**src/rtl/traffic_pkg.sv**
```systemverilog
// Shared definitions for the intersection sequencer: lamp codes, phase
// encodings and phase classification.
package traffic_pkg;

  localparam logic [2:0] LAMP_RED    = 3'b100;
  localparam logic [2:0] LAMP_YELLOW = 3'b010;
  localparam logic [2:0] LAMP_GREEN  = 3'b001;

  typedef enum logic [2:0] {
    PH_ALL_RED_A = 3'd0,
    PH_NS_GREEN  = 3'd1,
    PH_NS_YELLOW = 3'd2,
    PH_ALL_RED_B = 3'd3,
    PH_EW_GREEN  = 3'd4,
    PH_EW_YELLOW = 3'd5
  } phase_e;

  function automatic logic phase_is_green(input phase_e p);
    return (p == PH_NS_GREEN) || (p == PH_EW_GREEN);
  endfunction

endpackage

```
**src/rtl/phase_timer.sv**
```systemverilog
// Phase down-counter: loads L-1 on phase entry (L=0 counts as 1), decrements
// each cycle unless frozen, and flags expiry when it reaches zero.
module phase_timer #(
  parameter int                 CNT_W     = 8,
  parameter logic [CNT_W-1:0]   RESET_VAL = '0
) (
  input  logic             clk,
  input  logic             rst,
  input  logic             load,
  input  logic [CNT_W-1:0] len,
  input  logic             freeze,
  output logic             expire
);

  logic [CNT_W-1:0] count;

  // NOTE: sequential state is updated with non-blocking assignments only, so
  // every flop samples pre-edge values regardless of block ordering.
  always_ff @(posedge clk or posedge rst) begin
    if (rst) begin
      count <= RESET_VAL;
    end else if (load) begin
      count <= (len == '0) ? '0 : len - CNT_W'(1);
    end else if (!freeze && count != '0) begin
      count <= count - CNT_W'(1);
    end
  end

  assign expire = (count == '0);

endmodule

```
**src/rtl/intersection_sequencer.sv**
```systemverilog
// Two-approach phase sequencer: normal NS/EW rotation with all-red separation,
// pedestrian walk grants and emergency-vehicle preemption.
module intersection_sequencer
  import traffic_pkg::*;
#(
  parameter int CNT_W     = 8,
  parameter int RESET_RED = 4
) (
  input  logic             clk,
  input  logic             rst,
  input  logic [CNT_W-1:0] cfg_green_ns,
  input  logic [CNT_W-1:0] cfg_green_ew,
  input  logic [CNT_W-1:0] cfg_yellow,
  input  logic [CNT_W-1:0] cfg_allred,
  input  logic [CNT_W-1:0] cfg_walk_min,
  input  logic             req_ped_ns,
  input  logic             req_ped_ew,
  input  logic             preempt_req,
  input  logic             preempt_dir,
  output logic [2:0]       signal_ns,
  output logic [2:0]       signal_ew,
  output logic             walk_ns,
  output logic             walk_ew,
  output logic [2:0]       phase,
  output logic             phase_start,
  output logic             preempt_active
);

  localparam logic [CNT_W-1:0] RESET_LOAD = CNT_W'(RESET_RED - 1);

  phase_e           phase_q, phase_d, tgt_green;
  logic             expire, enter, hold_now, preempt_d;
  logic             pend_ns, pend_ew, grant_ns, grant_ew;
  logic [CNT_W-1:0] phase_len, walk_len_ns, walk_len_ew;

  assign grant_ns    = pend_ns | req_ped_ns;
  assign grant_ew    = pend_ew | req_ped_ew;
  assign walk_len_ns = (cfg_green_ns > cfg_walk_min) ? cfg_green_ns : cfg_walk_min;
  assign walk_len_ew = (cfg_green_ew > cfg_walk_min) ? cfg_green_ew : cfg_walk_min;

  // NOTE: every always_comb output gets a default first so no path leaves it
  // unassigned, which would otherwise infer a latch.
  always_comb begin
    tgt_green = PH_NS_GREEN;
    if (preempt_dir) tgt_green = PH_EW_GREEN;
  end

  assign hold_now = preempt_req && (phase_q == tgt_green);

  always_comb begin
    phase_d = phase_q;
    if (hold_now) begin
      phase_d = phase_q;
    end else if (preempt_active || (preempt_req && phase_is_green(phase_q))) begin
      // Released hold, or preempted away from the non-target green.
      phase_d = (phase_q == PH_NS_GREEN) ? PH_NS_YELLOW : PH_EW_YELLOW;
    end else if (expire) begin
      case (phase_q)
        PH_ALL_RED_A: phase_d = (preempt_req && preempt_dir)  ? PH_EW_GREEN : PH_NS_GREEN;
        PH_NS_GREEN:  phase_d = PH_NS_YELLOW;
        PH_NS_YELLOW: phase_d = PH_ALL_RED_B;
        PH_ALL_RED_B: phase_d = (preempt_req && !preempt_dir) ? PH_NS_GREEN : PH_EW_GREEN;
        PH_EW_GREEN:  phase_d = PH_EW_YELLOW;
        default:      phase_d = PH_ALL_RED_A;
      endcase
    end
  end

  assign enter     = (phase_d != phase_q);
  assign preempt_d = preempt_req && (phase_d == tgt_green);

  // A green entered under preemption grants no walk and keeps the pending flag.
  always_comb begin
    phase_len = cfg_allred;
    case (phase_d)
      PH_NS_GREEN:  phase_len = (grant_ns && !preempt_d) ? walk_len_ns : cfg_green_ns;
      PH_EW_GREEN:  phase_len = (grant_ew && !preempt_d) ? walk_len_ew : cfg_green_ew;
      PH_NS_YELLOW,
      PH_EW_YELLOW: phase_len = cfg_yellow;
      default:      phase_len = cfg_allred;
    endcase
  end

  phase_timer #(
    .CNT_W     (CNT_W),
    .RESET_VAL (RESET_LOAD)
  ) u_timer (
    .clk    (clk),
    .rst    (rst),
    .load   (enter),
    .len    (phase_len),
    .freeze (hold_now),
    .expire (expire)
  );

  always_ff @(posedge clk or posedge rst) begin
    if (rst) begin
      phase_q        <= PH_ALL_RED_A;
      phase_start    <= 1'b1;
      preempt_active <= 1'b0;
      pend_ns        <= 1'b0;
      pend_ew        <= 1'b0;
      walk_ns        <= 1'b0;
      walk_ew        <= 1'b0;
    end else begin
      phase_q        <= phase_d;
      phase_start    <= enter;
      preempt_active <= preempt_d;
      pend_ns <= (enter && phase_d == PH_NS_GREEN && !preempt_d) ? 1'b0 : grant_ns;
      pend_ew <= (enter && phase_d == PH_EW_GREEN && !preempt_d) ? 1'b0 : grant_ew;
      if (enter) begin
        walk_ns <= (phase_d == PH_NS_GREEN) && grant_ns && !preempt_d;
        walk_ew <= (phase_d == PH_EW_GREEN) && grant_ew && !preempt_d;
      end else begin
        walk_ns <= walk_ns && !(hold_now && !preempt_dir);
        walk_ew <= walk_ew && !(hold_now && preempt_dir);
      end
    end
  end

  always_comb begin
    signal_ns = LAMP_RED;
    signal_ew = LAMP_RED;
    case (phase_q)
      PH_NS_GREEN:  signal_ns = LAMP_GREEN;
      PH_NS_YELLOW: signal_ns = LAMP_YELLOW;
      PH_EW_GREEN:  signal_ew = LAMP_GREEN;
      PH_EW_YELLOW: signal_ew = LAMP_YELLOW;
      default: ;
    endcase
  end

  assign phase = phase_q;

endmodule
```
**config.mk**
```make
export PLATFORM = sky130hd
export DESIGN_NAME = intersection_sequencer
export DESIGN_NICKNAME = d
export VERILOG_FILES = /design/src/rtl/traffic_pkg.sv /design/src/rtl/phase_timer.sv /design/src/rtl/intersection_sequencer.sv
export SDC_FILE = /design/constraint.sdc
export NUM_CORES = 1
export LEC_CHECK = 0
export ABC_CLOCK_PERIOD_IN_PS = 5500
export CELL_PAD_IN_SITES_DETAIL_PLACEMENT = 0
export CELL_PAD_IN_SITES_GLOBAL_PLACEMENT = 1
export CORE_MARGIN = 5
export CORE_UTILIZATION = 34
export DETAILED_ROUTE_END_ITERATION = 7
export DONT_BUFFER_PORTS = 1
export GPL_TIMING_DRIVEN = 0
export PLACE_DENSITY = 0.74
export SETUP_SLACK_MARGIN = 0.3
export SYNTH_ARGS = -nofsm -noshare
export SYNTH_HDL_FRONTEND = slang
export SYNTH_SLANG_ARGS = --single-unit
```
**constraint.sdc**
```tcl
create_clock -name clk -period 5.5 [get_ports clk]
set_input_delay 1.1 -clock clk [delete_from_list [all_inputs] [get_ports clk]]
set_output_delay 1.1 -clock clk [all_outputs]
set_load 0.03 [all_outputs]
```
==> impl_metrics.ini, run 1 <==
[status]
outcome = complete, no violations

[yosys]
synth_warnings = 0
ys_seq_area_share_pct = 19.3
synth_common_cells = 23 x nand2_1, 23 x nor2_1, 21 x inv_1, 20 x ha_1, 18 x a21oi_1
ys.flop_type = dfrtp_1
synth.area.mux_share_pct = 2.25
synth_top_area_share_pct = 15.8
synth_fa_ha_area_share_pct = 11.3
syn_nets = 340
synth_top_area_cell = dfrtp_1
ys_top_cells_by_area = dfrtp_1 16%, ha_1 11%, a21oi_1 4.1%
synth_seq_cells = 17
synth_top_family_by_area = compound AO/OA/AOI/OAI gates
synth_edf_count = 0
ys_async_sr_fraction_pct = 100
yosys.area_share.simple_pct = 22.1
avgSynthCellArea_um2 = 8.11
synth-compound-area-share_pct = 34.4
yosys.area_share.xor_xnor_pct = 4.34
synth_area_um2 = 2220
synth_cell_types = 72
synth_cells = 274

[place]
portBuffers = 0
dp_cells = 351
dpl_cell_area_um2 = 2320
finalWeightedCongestion = 0.847
dpl.hpwl_mm = 5.44

[floorplanning]
die_h_um = 90.8
ios = 59
coreArea_um2 = 6350
rows = 29
die_area_um2 = 8250
initial_core_util_pct = 35.0
die_w_um = 90.8

[clock_network]
cts.sinks = 17
clk_latency_ps = 250
cts_resized = 0
clk_pin_slew_ps = 70
h-tree-depth = 1
cts_root_buf = clkbuf_8
cts_buffers = 3
hold_buffers = 0
clockBufferDepth = 2
cts_tree = yes
post-cts-setup-buffers = 0

[worst_setup_path]
max_stage_delay_ps = 560
start_kind = input pin
arrival_ps = 5000
crit_slowest_cell = o41ai_4
startpoint = preempt_dir
r2r_cells = 15
critical_path_required_ps = 5650
cp_cell_sequence = buf_6 > or2b_2 > a32oi_1 > a21oi_1 > a21oi_1 > nor2_1 > o21ai_1 > o21ai_0 > a221oi_2 > ha_1 > inv_1 > o41ai_4 > o22ai_1 > o21a_1
rrSetupSlack_ps = 960
crit_type = in2reg
critPathCaptureType = register
endpoint = u_timer.count[4]$_DFFE_PP0P_
r2r_start = u_timer.count[0]$_DFFE_PP1P_
crit_fanout = 10
timing.rr.end = u_timer.count[4]$_DFFE_PP0P_
crit_path_frequent_cell = a21oi_1

[power_and_ir_drop]
pwr_density_cell_nw_per_um2 = 693
ir_worst_vdd_v = 0.000296
comb_power_share_pct = 76.2
power.switching_uw = 916
swShare_pct = 55.5
pwr-share-seq_pct = 18.1
cellLeakagePower_uw = 0.00101
pwr-share-clk_pct = 5.7
p_int_uw = 736

[route]
wirelength_mm = 6.50
drc = 0
first_pass_iters = 4
detailroute.via_count = 2092
via_per_inst = 5.89
drtIter0Drc = 99
routedWlPerCell_um = 18.3
ant_nets = 0

[final_layout]
synthToLayoutAreaGrowth_pct = 7.21
seq_area_um2 = 429
nFillCells = 668
fin_nets = 345
antennaDiodeCount = 0
instances_no_fill = 355
final_core_util_pct = 37.5
drive_gt1_share_pct = 15.5
postLayoutCellArea_um2 = 2380
multiInputGateArea_um2 = 1670

[grt]
grt_overflow_total = 0
grt_use_total_pct = 15.9
grt_pass1_wl_mm = 10.6
grt_pass1_vias = 2065
grt_antenna_before_repair = 0
grt_max_degree = 18

[timing]
rsz0062_at_grt = no
drv_slew = 0
finClkSkew_ps = 0.916
tightest_slew_ps = 996
hold_viol_final = 0
fin_crit_ps = 4860
slew_headroom_pct = 33.5
fmax_ghz = 0.206
finalCritPeriodShare_pct = 88.3
setup_tns_ps = 0
setup_viol = 0

[min_path]
worstHoldStart = u_timer.count[0]$_DFFE_PP1P_
min_path_type = reg2reg

[flow_run]
cap_violations = 0
kinds of logic (layout without fill, tap and decap cells):
family / Yosys count / in the layout
muxes: 5 / 5
xor gates and xnor gates: 11 / 11
AOI/OAI and AO/OA: 97 / 97
DFF: 17 / 17
buffers and inverters: 30 / 34
and+or+nand+nor: 94 / 94
adders and majority gates: 20 / 20
per-stage QoR:
step | hold WS (ps) | setup WS (ps) | total power, uW
detailed placement | 530 | 218 | 1550
global route | 551 | 352 | 1810
finish | 537 | 641 | 1650
floorplan | 493 | 1190 | 1290
CTS | 541 | 497 | 1650
global placement | 522 | 294 | 1530
worst min-delay path by stage:
| stage | end | slack, ps | cells past startpoint |
|---|---|---|---|
| 2_1_floorplan | pend_ns$_DFF_PP0_ | 490 | 2 |
| 3_3_place_gp | u_timer.count[0]$_DFFE_PP1P_ | 520 | 1 |
| 3_5_place_dp | u_timer.count[0]$_DFFE_PP1P_ | 530 | 1 |
| 4_1_cts | u_timer.count[0]$_DFFE_PP1P_ | 540 | 1 |
| 5_1_grt | u_timer.count[0]$_DFFE_PP1P_ | 550 | 1 |
| 6_report | u_timer.count[0]$_DFFE_PP1P_ | 540 | 1 |
area by class of cell:
cell class,instances,share of cell area [%]
plain buffers,6,2.10
clock buffers,3,1.73
clock inverters,1,0.210
inverters,24,3.78
multi-input cells,227,70.1
flip-flops and latches,17,18.0
well taps,77,4.04
sequential cells by signal, indices dropped and copies added, names as in the netlist:
register        flops
walk_ew             1
walk_ns             1
pend_ns             1
preempt_active      1
pend_ew             1
phase               3
u_timer.count       8
phase_start         1
routing by layer:
layer | routed length (um) | track usage [%] | vias up
li1 | - | - | 1045
met1 | 3090 | 21.6 | 993
met2 | 2920 | 25.3 | 50
met3 | 458 | 4.75 | 4
met4 | 38 | 2.57 | 0
met5 | 0 | 0 | -
power by group through the flow:
| stage | logic [uW] | registers [uW] | clock network (uW) |
|---|---|---|---|
| 2_1_floorplan | 1010 | 282 | 0 |
| 4_1_cts | 1250 | 299 | 99.3 |
| 3_3_place_gp | 1230 | 300 | 0 |
| 3_5_place_dp | 1250 | 301 | 0 |
| 5_1_grt | 1400 | 308 | 107 |
| 6_report | 1260 | 299 | 94.2 |
cells in the final DEF, fill, tap and decap left out, types with 2 or more instances in the layout:
| cell type | n |
|---|---|
| xnor2_1 | 6 |
| buf_6 | 3 |
| or2_2 | 2 |
| a31o_2 | 3 |
| a31oi_1 | 4 |
| nand3_1 | 12 |
| inv_1 | 21 |
| a21o_1 | 7 |
| o211ai_1 | 2 |
| o21ai_1 | 2 |
| nor3b_1 | 3 |
| o22ai_1 | 8 |
| a221oi_2 | 3 |
| nor2b_1 | 3 |
| mux2i_1 | 5 |
| nor3_1 | 6 |
| a21oi_1 | 18 |
| clkbuf_8 | 3 |
| a221oi_1 | 3 |
| and3_2 | 2 |
| dfrtp_1 | 14 |
| o31ai_1 | 3 |
| nor2_2 | 2 |
| o21a_1 | 5 |
| nor2_1 | 23 |
| a22oi_1 | 2 |
| o22a_1 | 2 |
| nand2_1 | 23 |
| dfstp_2 | 3 |
| xor2_1 | 5 |
| ha_1 | 20 |
| inv_2 | 2 |
| o21ai_0 | 11 |
| nand2b_1 | 3 |
| and3_1 | 2 |
| o2111ai_1 | 3 |
critical path: cells and delay by family:
family	cells	cell delay, ps
AOI/OAI and AO/OA	9	3080
and+or+nand+nor	2	390
adders and majority gates	1	240
buffers and inverters	2	190
No activity file was read; power rests on OpenSTA's default activity.
==> run 2: changes to the inputs <==
Settings changed: CORE_ASPECT_RATIO from default to 1.1.
==> run 2 against run 1 <==
  * Critical path depth down 1
  * Register-to-register slack lost 250 ps
  * Via count down 0.19%
  * Clock-buffer cell count unchanged
  * Wire length is the same
  * Core utilization decreased by 0.72 points
  * Power increased by 0.24%
  * Die area barely moved
  * Clock power is 1% higher
  * Cell count grew 1.4%
  * Global-route usage barely moved
  * Sequential power is essentially flat
  * Largest cell class unchanged
  * Largest power group unchanged
==> impl_metrics.ini, run 2 (synthesized netlist as in run 1, its figures left out) <==
[status]
outcome = complete, no violations

[timing]
setup_tns_ps = 0
hold_viol_final = 0
drv_slew = 0
fmax_ghz = 0.209
layout_setup_ws_ps = 714
setup_viol = 0
slew_headroom_pct = 22.8
hold_ws_ps = 537
rsz0062_at_grt = no
tightest_slew_ps = 1150
finalCritPeriodShare_pct = 87.0
finClkSkew_ps = 3.33
fin_crit_ps = 4790

[worst_setup_path]
endpoint = u_timer.count[4]$_DFFE_PP0P_
critPathCaptureType = register
cp_cell_sequence = inv_1 > nor3_1 > nand2_1 > nand2_1 > nor2_1 > o21ai_1 > o21ai_0 > a221oi_2 > ha_1 > inv_1 > o41ai_4 > o22ai_1 > o21a_1
r2r_start = phase[0]$_DFF_PP0_
start_kind = register
crit_fanout = 10
critical_path_required_ps = 5650
rrSetupSlack_ps = 710
r2r_cells = 13
crit_type = reg2reg
arrival_ps = 4930
crit_slowest_cell = nor3_1
timing.rr.end = u_timer.count[4]$_DFFE_PP0P_
max_stage_delay_ps = 970
startpoint = phase[0]$_DFF_PP0_

[floorplanning]
die_area_um2 = 8250
initial_core_util_pct = 34.3
rows = 31
die_w_um = 87.1
ios = 59
coreArea_um2 = 6480
die_h_um = 94.8

[place]
portBuffers = 0
dp_worst_setup_slack_ps = 303
finalWeightedCongestion = 0.792
dpl.hpwl_mm = 5.32

[grt]
grt_antenna_before_repair = 0
grt_max_degree = 18
grt_pass1_vias = 2109
grt_overflow_total = 0
grt_pass1_wl_mm = 10.5
grt_use_total_pct = 15.9

[final_layout]
drive_gt1_share_pct = 15.1
regMostFlops = u_timer.count
layout_common_cells = 23 x nor2_1, 23 x nand2_1, 21 x inv_1
largest_reg_flops = 8
antennaDiodeCount = 0
synthToLayoutAreaGrowth_pct = 7.26
final_core_util_pct = 36.8
fin_nets = 345
nFillCells = 686

[clock_network]
clockBufferDepth = 2
cts_buffers = 3
clk_latency_ps = 250
cts_tree = yes
cts.sinks = 17
clk_pin_slew_ps = 70
hold_buffers = 0
h-tree-depth = 1
cts_root_buf = clkbuf_8

[route]
wirelength_mm = 6.50
ant_nets = 0
detailroute.via_count = 2088
first_pass_iters = 5
drc = 0
routedWlPerCell_um = 18.1
via_per_inst = 5.80
drtIter0Drc = 119

[power_and_ir_drop]
ir_worst_vdd_v = 0.000317
cellLeakagePower_uw = 0.00101
pwr_density_cell_nw_per_um2 = 695

[flow_run]
cap_violations = 0

[min_path]
min_path_type = reg2reg
worstHoldStart = u_timer.count[0]$_DFFE_PP1P_
## run 2: changes by cell type in the layout (fill, tap and decap cells not counted)
cell	previous run	this run
nor3_2	1	0
nor3_1	6	7
## run 2: cell type report
type	instances	area (um2)	share of cell area [%]
Buffer	6	50.0	2.10
Clock buffer	3	41.3	1.73
Clock inverter	1	5.00	0.210
Inverter	24	90.1	3.78
Multi-Input combinational cell	227	1670	69.9
Sequential cell	17	429	18.0
Tap cell	82	103	4.30
## run 2: stage by stage
stage	std cells	power, uW	area (um2)
3_5_place_dp	356	1540	2320
4_1_cts	360	1650	2370
3_3_place_gp	356	1530	2320
2_1_floorplan	274	1290	2220
5_1_grt	360	1810	2380
6_report	360	1660	2380
## run 2: power breakdown
part	switching, uW	internal [uW]
clock network	45.0	50.3
registers	101	199
logic	775	486
total	921	735
## run 2: critical path, delay by kind of cell (launching register included)
kind | cells | cell delay (ps)
AND/OR/NAND/NOR | 4 | 1490
flip-flops | 1 | 580
adder cells (fa/ha/maj) | 1 | 250
buffers and inverters | 2 | 300
AO/OA/AOI/OAI | 6 | 2060
## run 2: timing repair
item,4_1_cts,5_1_grt
resized for setup,0,2
setup endpoints to repair,0,7
setup buffers,0,0
endpoints found under the hold margin,0,0
## run 2: per-layer routing
metal / track usage (%) / part of all wire (%) / wire length [um] / vias to the layer above
li1: - / - / - / 1039
met3: 3.93 / 8.5 / 554 / 6
met4: 4.03 / 1.6 / 106 / 0
met2: 26.3 / 47 / 3040 / 71
met1: 20.4 / 43 / 2810 / 972
met5: 0 / 0 / 0 / -
## run 2: worst min-delay path by stage
stage / cells after the start / end
after floorplan: 2 / pend_ns$_DFF_PP0_
after global placement: 1 / u_timer.count[0]$_DFFE_PP1P_
after detailed placement: 1 / u_timer.count[0]$_DFFE_PP1P_
after CTS: 1 / u_timer.count[0]$_DFFE_PP1P_
after global routing: 1 / u_timer.count[0]$_DFFE_PP1P_
final: 1 / u_timer.count[0]$_DFFE_PP1P_
